<file path="src/rtl/z80_mem_arbiter.sv">
// Arbitrates the single external memory port between the Z80 fetch (I) and data (D) sides.
// One transaction at a time: IDLE -> grant -> BUSY until M_Ready -> one-cycle DONE.
module z80_mem_arbiter #(
  parameter int ADDR_W      = 16,
  parameter int DATA_W      = 8,
  parameter int MAX_D_BURST = 4
) (
  input  logic              CLK,
  input  logic              RST,
  input  logic              flush,
  input  logic              I_MREQ,
  input  logic [ADDR_W-1:0] I_Addr,
  output logic              I_wait,
  output logic [DATA_W-1:0] I_Data,
  input  logic              D_MREQ,
  input  logic              D_WR,
  input  logic [ADDR_W-1:0] D_Addr,
  input  logic [DATA_W-1:0] D_WData,
  output logic              D_wait,
  output logic [DATA_W-1:0] D_RData,
  output logic              M_Req,
  output logic              M_WR,
  output logic [ADDR_W-1:0] M_Addr,
  output logic [DATA_W-1:0] M_WData,
  input  logic [DATA_W-1:0] M_RData,
  input  logic              M_Ready
);

  localparam int SW = $clog2(MAX_D_BURST + 1);
  localparam logic [SW-1:0] MAX_CNT = SW'(MAX_D_BURST);

  typedef enum logic [1:0] {IDLE, I_BUSY, D_BUSY, DONE} state_t;

  state_t            state_q;
  logic              mReq_q;
  logic              mWr_q;
  logic [ADDR_W-1:0] mAddr_q;
  logic [DATA_W-1:0] mWData_q;
  logic [DATA_W-1:0] iData_q;
  logic [DATA_W-1:0] dRData_q;
  logic [SW-1:0]     dStreak_q;
  logic              iDone_q;
  logic              dDone_q;
  logic              cancel_q;

  logic              grantD_d;
  logic              grantI_d;
  logic [SW-1:0]     dStreakInc_d;

  // D has priority unless it has already won MAX_D_BURST times in a row over a waiting I
  always_comb begin
    grantD_d     = D_MREQ && (!I_MREQ || (dStreak_q < MAX_CNT));
    grantI_d     = !grantD_d && I_MREQ && !flush;
    dStreakInc_d = (dStreak_q == MAX_CNT) ? dStreak_q : dStreak_q + 1'b1;
  end

  always_ff @(posedge CLK) begin
    if (RST) begin
      state_q   <= IDLE;
      mReq_q    <= 1'b0;
      mWr_q     <= 1'b0;
      mAddr_q   <= '0;
      mWData_q  <= '0;
      iData_q   <= '0;
      dRData_q  <= '0;
      dStreak_q <= '0;
      iDone_q   <= 1'b0;
      dDone_q   <= 1'b0;
      cancel_q  <= 1'b0;
    end else begin
      case (state_q)
        IDLE: begin
          if (!I_MREQ) begin
            dStreak_q <= '0;
          end
          if (grantD_d) begin
            mReq_q   <= 1'b1;
            mWr_q    <= D_WR;
            mAddr_q  <= D_Addr;
            mWData_q <= D_WData;
            state_q  <= D_BUSY;
            if (I_MREQ) begin
              dStreak_q <= dStreakInc_d;
            end
          end else if (grantI_d) begin
            mReq_q    <= 1'b1;
            mWr_q     <= 1'b0;
            mAddr_q   <= I_Addr;
            cancel_q  <= 1'b0;
            dStreak_q <= '0;
            state_q   <= I_BUSY;
          end
        end
        // A flush anywhere up to and including the M_Ready cycle drops the fetched byte
        I_BUSY: begin
          if (M_Ready) begin
            mReq_q  <= 1'b0;
            mWr_q   <= 1'b0;
            state_q <= DONE;
            if (!(cancel_q || flush)) begin
              iData_q <= M_RData;
              iDone_q <= 1'b1;
            end
          end else if (flush) begin
            cancel_q <= 1'b1;
          end
        end
        D_BUSY: begin
          if (M_Ready) begin
            mReq_q  <= 1'b0;
            mWr_q   <= 1'b0;
            dDone_q <= 1'b1;
            state_q <= DONE;
            if (!mWr_q) begin
              dRData_q <= M_RData;
            end
          end
        end
        DONE: begin
          iDone_q <= 1'b0;
          dDone_q <= 1'b0;
          state_q <= IDLE;
        end
        default: begin
          state_q <= IDLE;
        end
      endcase
    end
  end

  assign I_wait  = I_MREQ & ~iDone_q;
  assign D_wait  = D_MREQ & ~dDone_q;
  assign I_Data  = iData_q;
  assign D_RData = dRData_q;
  assign M_Req   = mReq_q;
  assign M_WR    = mWr_q;
  assign M_Addr  = mAddr_q;
  assign M_WData = mWData_q;

endmodule
</file>
<file path="config.mk">
export PLATFORM = sky130hd
export DESIGN_NAME = z80_mem_arbiter
export DESIGN_NICKNAME = d
export VERILOG_FILES = /design/src/rtl/z80_mem_arbiter.sv
export SDC_FILE = /design/constraint.sdc
export NUM_CORES = 1
export LEC_CHECK = 0
export CAP_MARGIN = 20
export CORE_ASPECT_RATIO = 1.4
export CORE_MARGIN = 5
export CORE_UTILIZATION = 45
export CTS_CLUSTER_DIAMETER = 200
export DETAILED_ROUTE_END_ITERATION = 8
export PLACE_DENSITY = 0.95
export SLEW_MARGIN = 20
export SYNTH_ARGS = -nofsm -noshare
export SYNTH_HDL_FRONTEND = slang
export SYNTH_SLANG_ARGS = --single-unit
</file>
<file path="constraint.sdc">
create_clock -name CLK -period 4.4 [get_ports CLK]
set_input_delay 0.44 -clock CLK [delete_from_list [all_inputs] [get_ports CLK]]
set_output_delay 0.44 -clock CLK [all_outputs]
set_load 0.02 [all_outputs]
</file>
==> flow_summary_export.csv, run 1 <==
group,metric,value,unit
clock_network,numClockSinks,50,
floorplan,die_h,93.4,um
yosys,synth_area,2240,sq um
yosys,synth_nets,325,
global_route,grt_max_degree,51,
floorplan,initial_core_util,46.2,%
sta,rsz0062_at_grt,"no",
global_route,grt_pass1_wl,9.52,mm
floorplan,rows,30,
global_route,grt_overflow,0,
sta,worst_slack,2.06,ns
sta,timing.final.hold_violations,0,
sta,max_slew.worst_pin.slew,0.972,ns
clock_network,clock_latency,0.31,ns
sta,timing.hold.ws,0.459,ns
yosys,postSynthCellCount,263,
routing,drt_pass1_iterations,4,
final_layout,regArea,1000,sq um
final_layout,nets,413,
yosys,synth_ff_type,"dfxtp_1",
yosys,yosys_warnings,0,
clock_network,post-cts-setup-buffer-count,0,
power_and_ir_drop,powerDensity,483,nW/um^2
setup_path,path_class,"flip-flop to flip-flop",
yosys,async_reset_ff_share,0,%
final_layout,multi_input_area,1120,sq um
floorplan,pin_count,99,
clock_network,cts_hold_buf,0,
sta,setup_viol,0,
final_layout,layout-drive-gt1-share,6.82,%
power_and_ir_drop,p_total,1.60,mW
power_and_ir_drop,p_leak,1.27,nW
sta,max_freq,428,MHz
global_route,antenna_found_initial,0,
placed_design,io_buffers,98,
clock_network,cts_buffer_depth,2,
setup_path,cp-end-kind,"flip-flop",
sta,fin_skew,0.00741,ns
run_status,outcome,"completed",
clock_network,root_buffer,"clkbuf_8",
floorplan,fp.dieW,69.6,um
final_layout,final_common_cell,"clkdlybuf4s50_1",
yosys,ys_types,32,
routing,routedWlPerCell,14.2,um
global_route,grt_pass1_vias,2079,
setup_path,crit_fanout,34,
routing,ant_nets,0,
sta,slew_headroom,35.2,%
sta,finalMaxSlewViolations,0,
setup_path,critPathRequiredTime,4.62,ns
sta,tns,0,ns
yosys,synth-seq-cells,50,
sta,period_needed,2.34,ns
floorplan,design.die.area,6500,sq um
final_layout,fin_area,3310,sq um
clock_network,cts_tree,"done",
clock_network,cts-resized-gates,0,
routing,drcViolationCount,0,
routing,viasPerCell,5.20,
floorplan,core-area,4840,sq um
placed_design,dp_hpwl,4.43,mm
clock_network,clkSlewWorstSetupHoldPaths,0.09,ns
final_layout,num_antenna_cells,0,
power_and_ir_drop,vdd_drop_max,0.251,mV
final_layout,area_growth,47.9,%
setup_path,arrival,2.55,ns
placed_design,placed_area,3210,sq um
placed_design,preCtsSetupSlack,1.76,ns
global_route,grt.total_usage,17.9,%
yosys,ys_seq_area_share,44.8,%
routing,detail_route.iter0.violations,179,
setup_path,worst_setup_path_start_kind,"flip-flop",
routing,vias,2165,
run,maxCapViolCount,0,
final_layout,nFillCells,391,
routing,totalWireLength,5.90,mm
clock_network,numCtsBuffers,5,
sta,finalCritPeriodShare,53.1,%
yosys,avgSynthCellArea,8.50,sq um
hold_path,hold_class,"flip-flop to flip-flop",
final_layout,final_cell_mix,"clkdlybuf4s50_1, nand2_1, dfxtp_1",
clock_network,h-tree-depth,2,
placed_design,gp_congestion,0.818,
yosys,synth_edf_count,0,
-- worst paths after layout --
kind / endpoint / from / slack, ns / depth (start not counted)
min: I_Data[2] / I_Data[2] / 0.46 / 2
min reg2reg: I_Data[2] / I_Data[2] / 0.46 / 2
max: M_Addr[12] / state_q[0] / 2.06 / 5
max reg2reg: M_Addr[12] / state_q[0] / 2.06 / 5
-- metrics by stage --
stage	utilization, %	cells
4_1_cts	68.3	416
5_1_grt	68.3	416
2_1_floorplan	-	263
3_5_place_dp	66.4	408
6_report	68.3	416
3_3_place_gp	66.4	408
-- worst max-delay path: stages, from the launching register on --
cell	delay [ns]
dfxtp_1	0.36
inv_1	0.11
ha_1	0.55
a21boi_4	0.83
nor2_1	0.13
a311oi_2	0.25
-- cell type report --
class,count,area share (%)
clock buffers,5,2.08
clock inverters,3,0.719
inverters,7,0.795
multi-input cells,188,34.0
flip-flops and latches,50,30.3
well taps,64,2.42
repair buffers,99,29.7
-- where the power goes --
part | internal, mW | switching (mW) | leakage, nW
combinational | 0.331 | 0.387 | 0.818
sequential | 0.552 | 0.0577 | 0.409
clock | 0.114 | 0.156 | 0.0408
total | 0.997 | 0.600 | 1.27
-- Yosys cell counts, types with 2 or more instances --
cell type	count	area, sq um
nand2_1	63	236
dfxtp_1	50	1000
nor2_1	33	124
a21oi_1	22	110
a311oi_2	10	150
mux2i_1	10	100
clkbuf_1	9	33.8
nand3_1	9	45.0
ha_1	7	87.6
inv_1	7	26.3
a311oi_1	6	52.6
o21ai_0	6	30.0
buf_2	5	25.0
nor2b_1	3	18.8
nor3_1	3	15.0
a211oi_1	2	15.0
buf_4	2	15.0
nand2b_1	2	12.5
-- sequential cells by signal, summed over array words and instances, names as in the netlist --
| name | flops |
|---|---|
| M_Req | 1 |
| M_Addr | 16 |
| I_Data | 8 |
| cancel_q | 1 |
| state_q | 2 |
| dStreak_q | 3 |
| D_RData | 8 |
| dDone_q | 1 |
| iDone_q | 1 |
| M_WR | 1 |
| M_WData | 8 |
-- logic make-up (layout without fill, tap and decap cells) --
kind of cell | count (synthesis) | in the layout | share of synthesized area (%)
muxes | 10 | 10 | 4.48
DFF | 50 | 50 | 44.8
adders and majority gates | 7 | 7 | 3.92
AOI/OAI and AO/OA | 53 | 53 | 19.0
and+or+nand+nor | 118 | 118 | 22.7
buffers and inverters | 25 | 114 | 5.15
-- per-layer routing --
metal / share of wire (%) / GRT usage, % / wire length (um)
met5: 0 / 0 / 0
met1: 37 / 18.6 / 2170
met3: 10 / 5.81 / 596
met4: 1.1 / 5.37 / 62
met2: 52 / 33.8 / 3070
Power figures use the tool's default switching activity.
==> run 2, diff against run 1 <==
--- a/config.mk
+++ b/config.mk
@@ -8,10 +8,10 @@
 export CAP_MARGIN = 20
 export CORE_ASPECT_RATIO = 1.4
 export CORE_MARGIN = 5
-export CORE_UTILIZATION = 45
+export CORE_UTILIZATION = 42
 export CTS_CLUSTER_DIAMETER = 200
 export DETAILED_ROUTE_END_ITERATION = 8
-export PLACE_DENSITY = 0.95
+export PLACE_DENSITY = 0.92
 export SLEW_MARGIN = 20
 export SYNTH_ARGS = -nofsm -noshare
 export SYNTH_HDL_FRONTEND = slang
==> constraint.sdc (replaced) <==
create_clock -name CLK -period 2.35 [get_ports CLK]
set_input_delay 0.235 -clock CLK [delete_from_list [all_inputs] [get_ports CLK]]
set_output_delay 0.235 -clock CLK [all_outputs]
set_load 0.02 [all_outputs]
==> run 2 against run 1 <==
Effect of this change: utilization fell by 2.7 points; final cell count is 1.4% higher; register-to-register slack got worse by 1.6 ns; combinational power rose by 94%; hold slack lost 0.046 ns; sequential power rose by 86%; flip-flop and latch count is the same; die area is 6.2% higher; count of clock-buffer cells in the layout rose by 1; clock power grew 120%; first-iteration DRC count fell by 27%; largest cell class unchanged.
==> flow_summary_export.csv, run 2 (synthesis gave the netlist of run 1 again) <==
group,metric,value,unit
power_and_ir_drop,p_sw_share,35.5,%
floorplan,design.die.area,6900,sq um
floorplan,initial_core_util,43.3,%
placed_design,io_buffers,98,
sta,slew_headroom,61.3,%
sta,timing.hold.ws,0.414,ns
setup_path,critPathRequiredTime,2.54,ns
global_route,grt_max_degree,35,
floorplan,pin_count,99,
sta,worst_slack,0.479,ns
clock_network,numCtsBuffers,5,
power_and_ir_drop,powerDensity,920,nW/um^2
power_and_ir_drop,p_switching,1.10,mW
global_route,antenna_found_initial,0,
routing,vias,2149,
sta,max_slew.worst_pin.slew,0.581,ns
floorplan,die_h,96.3,um
final_layout,final_cell_mix,"clkdlybuf4s50_1, nand2_1, dfxtp_1",
clock_network,cts_buffer_depth,2,
power_and_ir_drop,p_comb_share,44.5,%
placed_design,dp_hpwl,4.52,mm
clock_network,cts_tree,"done",
clock_network,post-cts-setup-buffer-count,0,
power_and_ir_drop,p_seq_share,36.4,%
setup_path,arrival,2.06,ns
floorplan,fp.dieW,71.7,um
clock_network,cts_hold_buf,0,
hold_path,holdPathStages,2,
routing,totalWireLength,5.93,mm
setup_path,crit_fanout,34,
setup_path,rr_worst_depth,7,
sta,tns,0,ns
global_route,grt_pass1_wl,9.26,mm
setup_path,reg2reg_setup_slack,0.48,ns
floorplan,core-area,5160,sq um
routing,detail_route.iter0.violations,131,
hold_path,hp-start,"RST",
power_and_ir_drop,p_total,3.11,mW
routing,drt_pass1_iterations,4,
final_layout,layout-drive-gt1-share,7.58,%
clock_network,cts-resized-gates,0,
placed_design,gp_congestion,0.810,
final_layout,area_growth,51.3,%
final_layout,num_antenna_cells,0,
run_status,outcome,"completed",
final_layout,nets,417,
sta,rsz0062_at_grt,"no",
global_route,grt.total_usage,16.9,%
power_and_ir_drop,intPower,2.01,mW
hold_path,hold_class,"primary input to flip-flop",
placed_design,preCtsSetupSlack,0.336,ns
global_route,grt_pass1_vias,2056,
hold_path,holdPathEnd,"D_RData[5]",
setup_path,worst_setup_path_start_kind,"flip-flop",
routing,ant_nets,0,
run,maxCapViolCount,0,
sta,timing.final.hold_violations,0,
clock_network,numClockSinks,50,
routing,viasPerCell,5.09,
routing,routedWlPerCell,14.0,um
routing,drcViolationCount,0,
floorplan,rows,31,
power_and_ir_drop,vdd_drop_max,0.456,mV
clock_network,h-tree-depth,2,
clock_network,clkSlewWorstSetupHoldPaths,0.09,ns
sta,max_freq,535,MHz
setup_path,reg2reg_from,"state_q[0]",
power_and_ir_drop,pwr-share-clk,19.0,%
sta,finalCritPeriodShare,79.6,%
final_layout,fin_util,65.6,%
sta,setup_viol,0,
sta,period_needed,1.87,ns
sta,fin_skew,0.00548,ns
final_layout,largest_reg_flops,16,
global_route,grt_overflow,0,
setup_path,cp-end-kind,"flip-flop",
setup_path,path_class,"flip-flop to flip-flop",
setup_path,r2r-end,"M_Addr[3]",
clock_network,clock_latency,0.30,ns
clock_network,root_buffer,"clkbuf_8",
final_layout,final_common_cell,"clkdlybuf4s50_1",
sta,finalMaxSlewViolations,0,
power_and_ir_drop,p_leak,1.31,nW
[run 2: worst max path at each step]
stage / cells past startpoint / endpoint / startpoint / slack [ns]
after floorplan: 7 / M_Addr[10] / state_q[0] / 0.79
after global placement: 6 / M_Req / D_MREQ / 0.46
after detailed placement: 6 / M_Addr[3] / D_MREQ / 0.34
after CTS: 7 / M_Addr[3] / state_q[0] / 0.50
after global routing: 7 / M_Addr[3] / state_q[0] / 0.37
final: 7 / M_Addr[3] / state_q[0] / 0.48
[run 2: through the flow]
step / cell area, sq um / instances
2_1_floorplan: 2240 / 263
5_1_grt: 3380 / 422
4_1_cts: 3380 / 422
3_5_place_dp: 3270 / 414
3_3_place_gp: 3270 / 414
6_report: 3380 / 422
[run 2: layout make-up]
cell class | count | area, sq um
inverters | 7 | 26.3
multi-input cells | 188 | 1120
well taps | 66 | 82.6
fillers | 427 | 1780
clock buffers | 6 | 72.6
clock inverters | 2 | 37.5
flip-flops and latches | 50 | 1000
repair buffers | 103 | 1040
[run 2: per-layer routing]
layer  wire, um  share of wire [%]  GRT usage, %
met3        455                7.7          5.02
met1       2230                 38          17.0
met2       3060                 52          31.1
met5          0                  0             0
met4        183                3.1          8.93
[run 2: critical path, stage by stage, from the launching register on]
cell	delay [ns]
dfxtp_1	0.35
inv_1	0.11
ha_1	0.26
buf_4	0.23
a21boi_4	0.21
buf_12	0.20
nor2_1	0.07
a311oi_1	0.31
[run 2: power by group through the flow]
stage / combinational (mW) / clock (mW) / sequential [mW]
2_1_floorplan: 0.627 / 0 / 1.34
3_3_place_gp: 1.36 / 0 / 1.15
3_5_place_dp: 1.39 / 0 / 1.15
4_1_cts: 1.40 / 0.615 / 1.13
5_1_grt: 1.52 / 0.650 / 1.16
6_report: 1.39 / 0.592 / 1.13
==> run 3, diff against run 2 <==
--- a/config.mk
+++ b/config.mk
@@ -8,10 +8,10 @@
 export CAP_MARGIN = 20
 export CORE_ASPECT_RATIO = 1.4
 export CORE_MARGIN = 5
-export CORE_UTILIZATION = 42
+export CORE_UTILIZATION = 38
 export CTS_CLUSTER_DIAMETER = 200
 export DETAILED_ROUTE_END_ITERATION = 8
-export PLACE_DENSITY = 0.92
+export PLACE_DENSITY = 0.89
 export SLEW_MARGIN = 20
 export SYNTH_ARGS = -nofsm -noshare
 export SYNTH_HDL_FRONTEND = slang
==> constraint.sdc (replaced) <==
create_clock -name CLK -period 1.5 [get_ports CLK]
set_input_delay 0.15 -clock CLK [delete_from_list [all_inputs] [get_ports CLK]]
set_output_delay 0.15 -clock CLK [all_outputs]
set_load 0.02 [all_outputs]
==> run 3 against run 2 <==
Effect of this change: hold slack worse by 0.11 ns; clock skew is 0.0058 ns higher; final cell count is 5.9% higher; first-iteration DRC count decreased by 64%; wire length is 5.9% higher; critical path depth fell by 6; design area is 7.8% higher; sequential share of layout area is 2.1 points lower; critical path type is now flip-flop to primary output; die area grew 9.2%.
==> flow_summary_export.csv, run 3 (synthesis gave the netlist of run 1 again) <==
group,metric,value,unit
setup_path,arrival,1.33,ns
sta,fin_skew,0.0113,ns
clock_network,clock_latency,0.30,ns
sta,timing.hold.ws,0.303,ns
sta,timing.final.hold_violations,0,
setup_path,reg2reg_setup_slack,0.03,ns
final_layout,final_cell_mix,"clkdlybuf4s50_1, nand2_1, dfxtp_1",
global_route,grt_pass1_wl,9.54,mm
sta,period_needed,1.48,ns
final_layout,nets,438,
global_route,grt_max_degree,34,
setup_path,worst_setup_path_start_kind,"flip-flop",
power_and_ir_drop,p_leak,1.45,nW
setup_path,cp_cell_sequence,"clkdlybuf4s50_1",
setup_path,crit_family,"buffers and inverters",
clock_network,cts_tree,"done",
setup_path,crit_slowest_cell,"clkdlybuf4s50_1",
global_route,grt_overflow,0,
sta,setup_viol,0,
final_layout,final_common_cell,"clkdlybuf4s50_1",
final_layout,multi_input_area,1180,sq um
clock_network,post-cts-setup-buffer-count,0,
routing,wl_met3,582,um
final_layout,layout-drive-gt1-share,16.2,%
final_layout,largest_reg_flops,16,
global_route,grt.total_usage,16.0,%
sta,max_slew.worst_pin.slew,0.518,ns
setup_path,cp_num_buf_inv,1,
routing,vias,2245,
global_route,antenna_found_initial,0,
clock_network,clkSlewWorstSetupHoldPaths,0.09,ns
floorplan,die_h,101,um
clock_network,numClockSinks,50,
floorplan,pin_count,99,
hold_path,hold_class,"primary input to flip-flop",
routing,viasPerCell,5.02,
sta,slew_headroom,65.4,%
routing,drcViolationCount,0,
final_layout,fin_util,63.1,%
setup_path,slowest_delay,0.65,ns
routing,totalWireLength,6.28,mm
clock_network,h-tree-depth,2,
run,maxCapViolCount,0,
floorplan,initial_core_util,38.7,%
clock_network,cts_buffer_depth,2,
power_and_ir_drop,vdd_drop_max,0.883,mV
sta,finalMaxSlewViolations,0,
placed_design,place_inst,438,
placed_design,dp_hpwl,4.59,mm
setup_path,critPathRequiredTime,1.35,ns
sta,max_freq,677,MHz
placed_design,io_buffers,98,
routing,wl_met2,3.27,mm
final_layout,nFillCells,473,
routing,highest_layer,"met4",
sta,finalCritPeriodShare,98.4,%
final_layout,fin_area,3640,sq um
floorplan,core-area,5780,sq um
routing,ant_nets,0,
routing,wl_met1,2.40,mm
setup_path,path_class,"flip-flop to primary output",
routing,drt_pass1_iterations,4,
power_and_ir_drop,powerDensity,1400,nW/um^2
final_layout,area_growth,63.0,%
setup_path,cp-end-kind,"primary output",
final_layout,num_antenna_cells,0,
final_layout,stdcell_count,447,
floorplan,rows,33,
placed_design,gp_congestion,0.745,
floorplan,design.die.area,7540,sq um
setup_path,crit_fanout,3,
placed_design,placed_area,3450,sq um
sta,rsz0062_at_grt,"yes",
global_route,grt_pass1_vias,2183,
floorplan,fp.dieW,74.8,um
routing,detail_route.iter0.violations,47,
final_layout,regArea,1000,sq um
power_and_ir_drop,p_total,5.11,mW
clock_network,root_buffer,"clkbuf_8",
clock_network,cts_hold_buf,0,
run_status,outcome,"completed",
routing,routedWlPerCell,14.0,um
clock_network,numCtsBuffers,5,
## run 3: cell count changes in the layout (fill, tap and decap cells not counted), moves of 3 or more
cell / change
ha_1: -3
clkdlybuf4s50_1: -4
inv_1: -3
buf_4: +15
buf_6: +3
## run 3: power breakdown
part,internal (mW),leakage [nW],switching (mW),total (mW)
Clock,0.373,0.0482,0.420,0.793
Sequential,1.62,0.410,0.176,1.80
Combinational,1.29,0.994,1.24,2.52
Total,3.28,1.45,1.83,5.11
## run 3: final timing paths
check        depth (start not counted)        from         end
max reg2reg                          6  state_q[1]   I_Data[0]
min reg2reg                          2  M_WData[1]  M_WData[1]
min                                  3      D_MREQ    cancel_q
max                                  1        M_WR        M_WR
## run 3: layout make-up
type                            count  area share (%)
Clock buffer                        7            2.37
Tap cell                           70            2.40
Multi-Input combinational cell    188            32.4
Clock inverter                      1           0.137
Inverter                            7           0.790
Timing Repair Buffer              124            34.4
Sequential cell                    50            27.5
## run 3: per-stage QoR
stage,TNS [ns],worst slack (ns)
floorplan,0,0.0282
global placement,-6.51,-0.190
detailed placement,-8.00,-0.274
CTS,0,0.0103
global route,-0.0969,-0.0286
finish,0,0.0237
## run 3: what timing repair did
| action | CTS | global route |
|---|---|---|
| resized for setup | 5 | 19 |
| pin swaps | 1 | 2 |
| setup endpoints to repair | 15 | 34 |
| gates cloned | 0 | 1 |
## run 3: worst reg2reg max path, cell delays in order (launching register included)
cell,delay (ns)
dfxtp_2,0.34
inv_2,0.08
ha_2,0.20
or4b_4,0.47
buf_6,0.16
nand2_1,0.06
a21oi_1,0.06
## run 3: per-layer routing
metal	GRT usage, %	up-vias
li1	-	1118
met1	17.1	1050
met2	28.6	73
met3	6.09	4
met4	4.11	0
met5	0	-
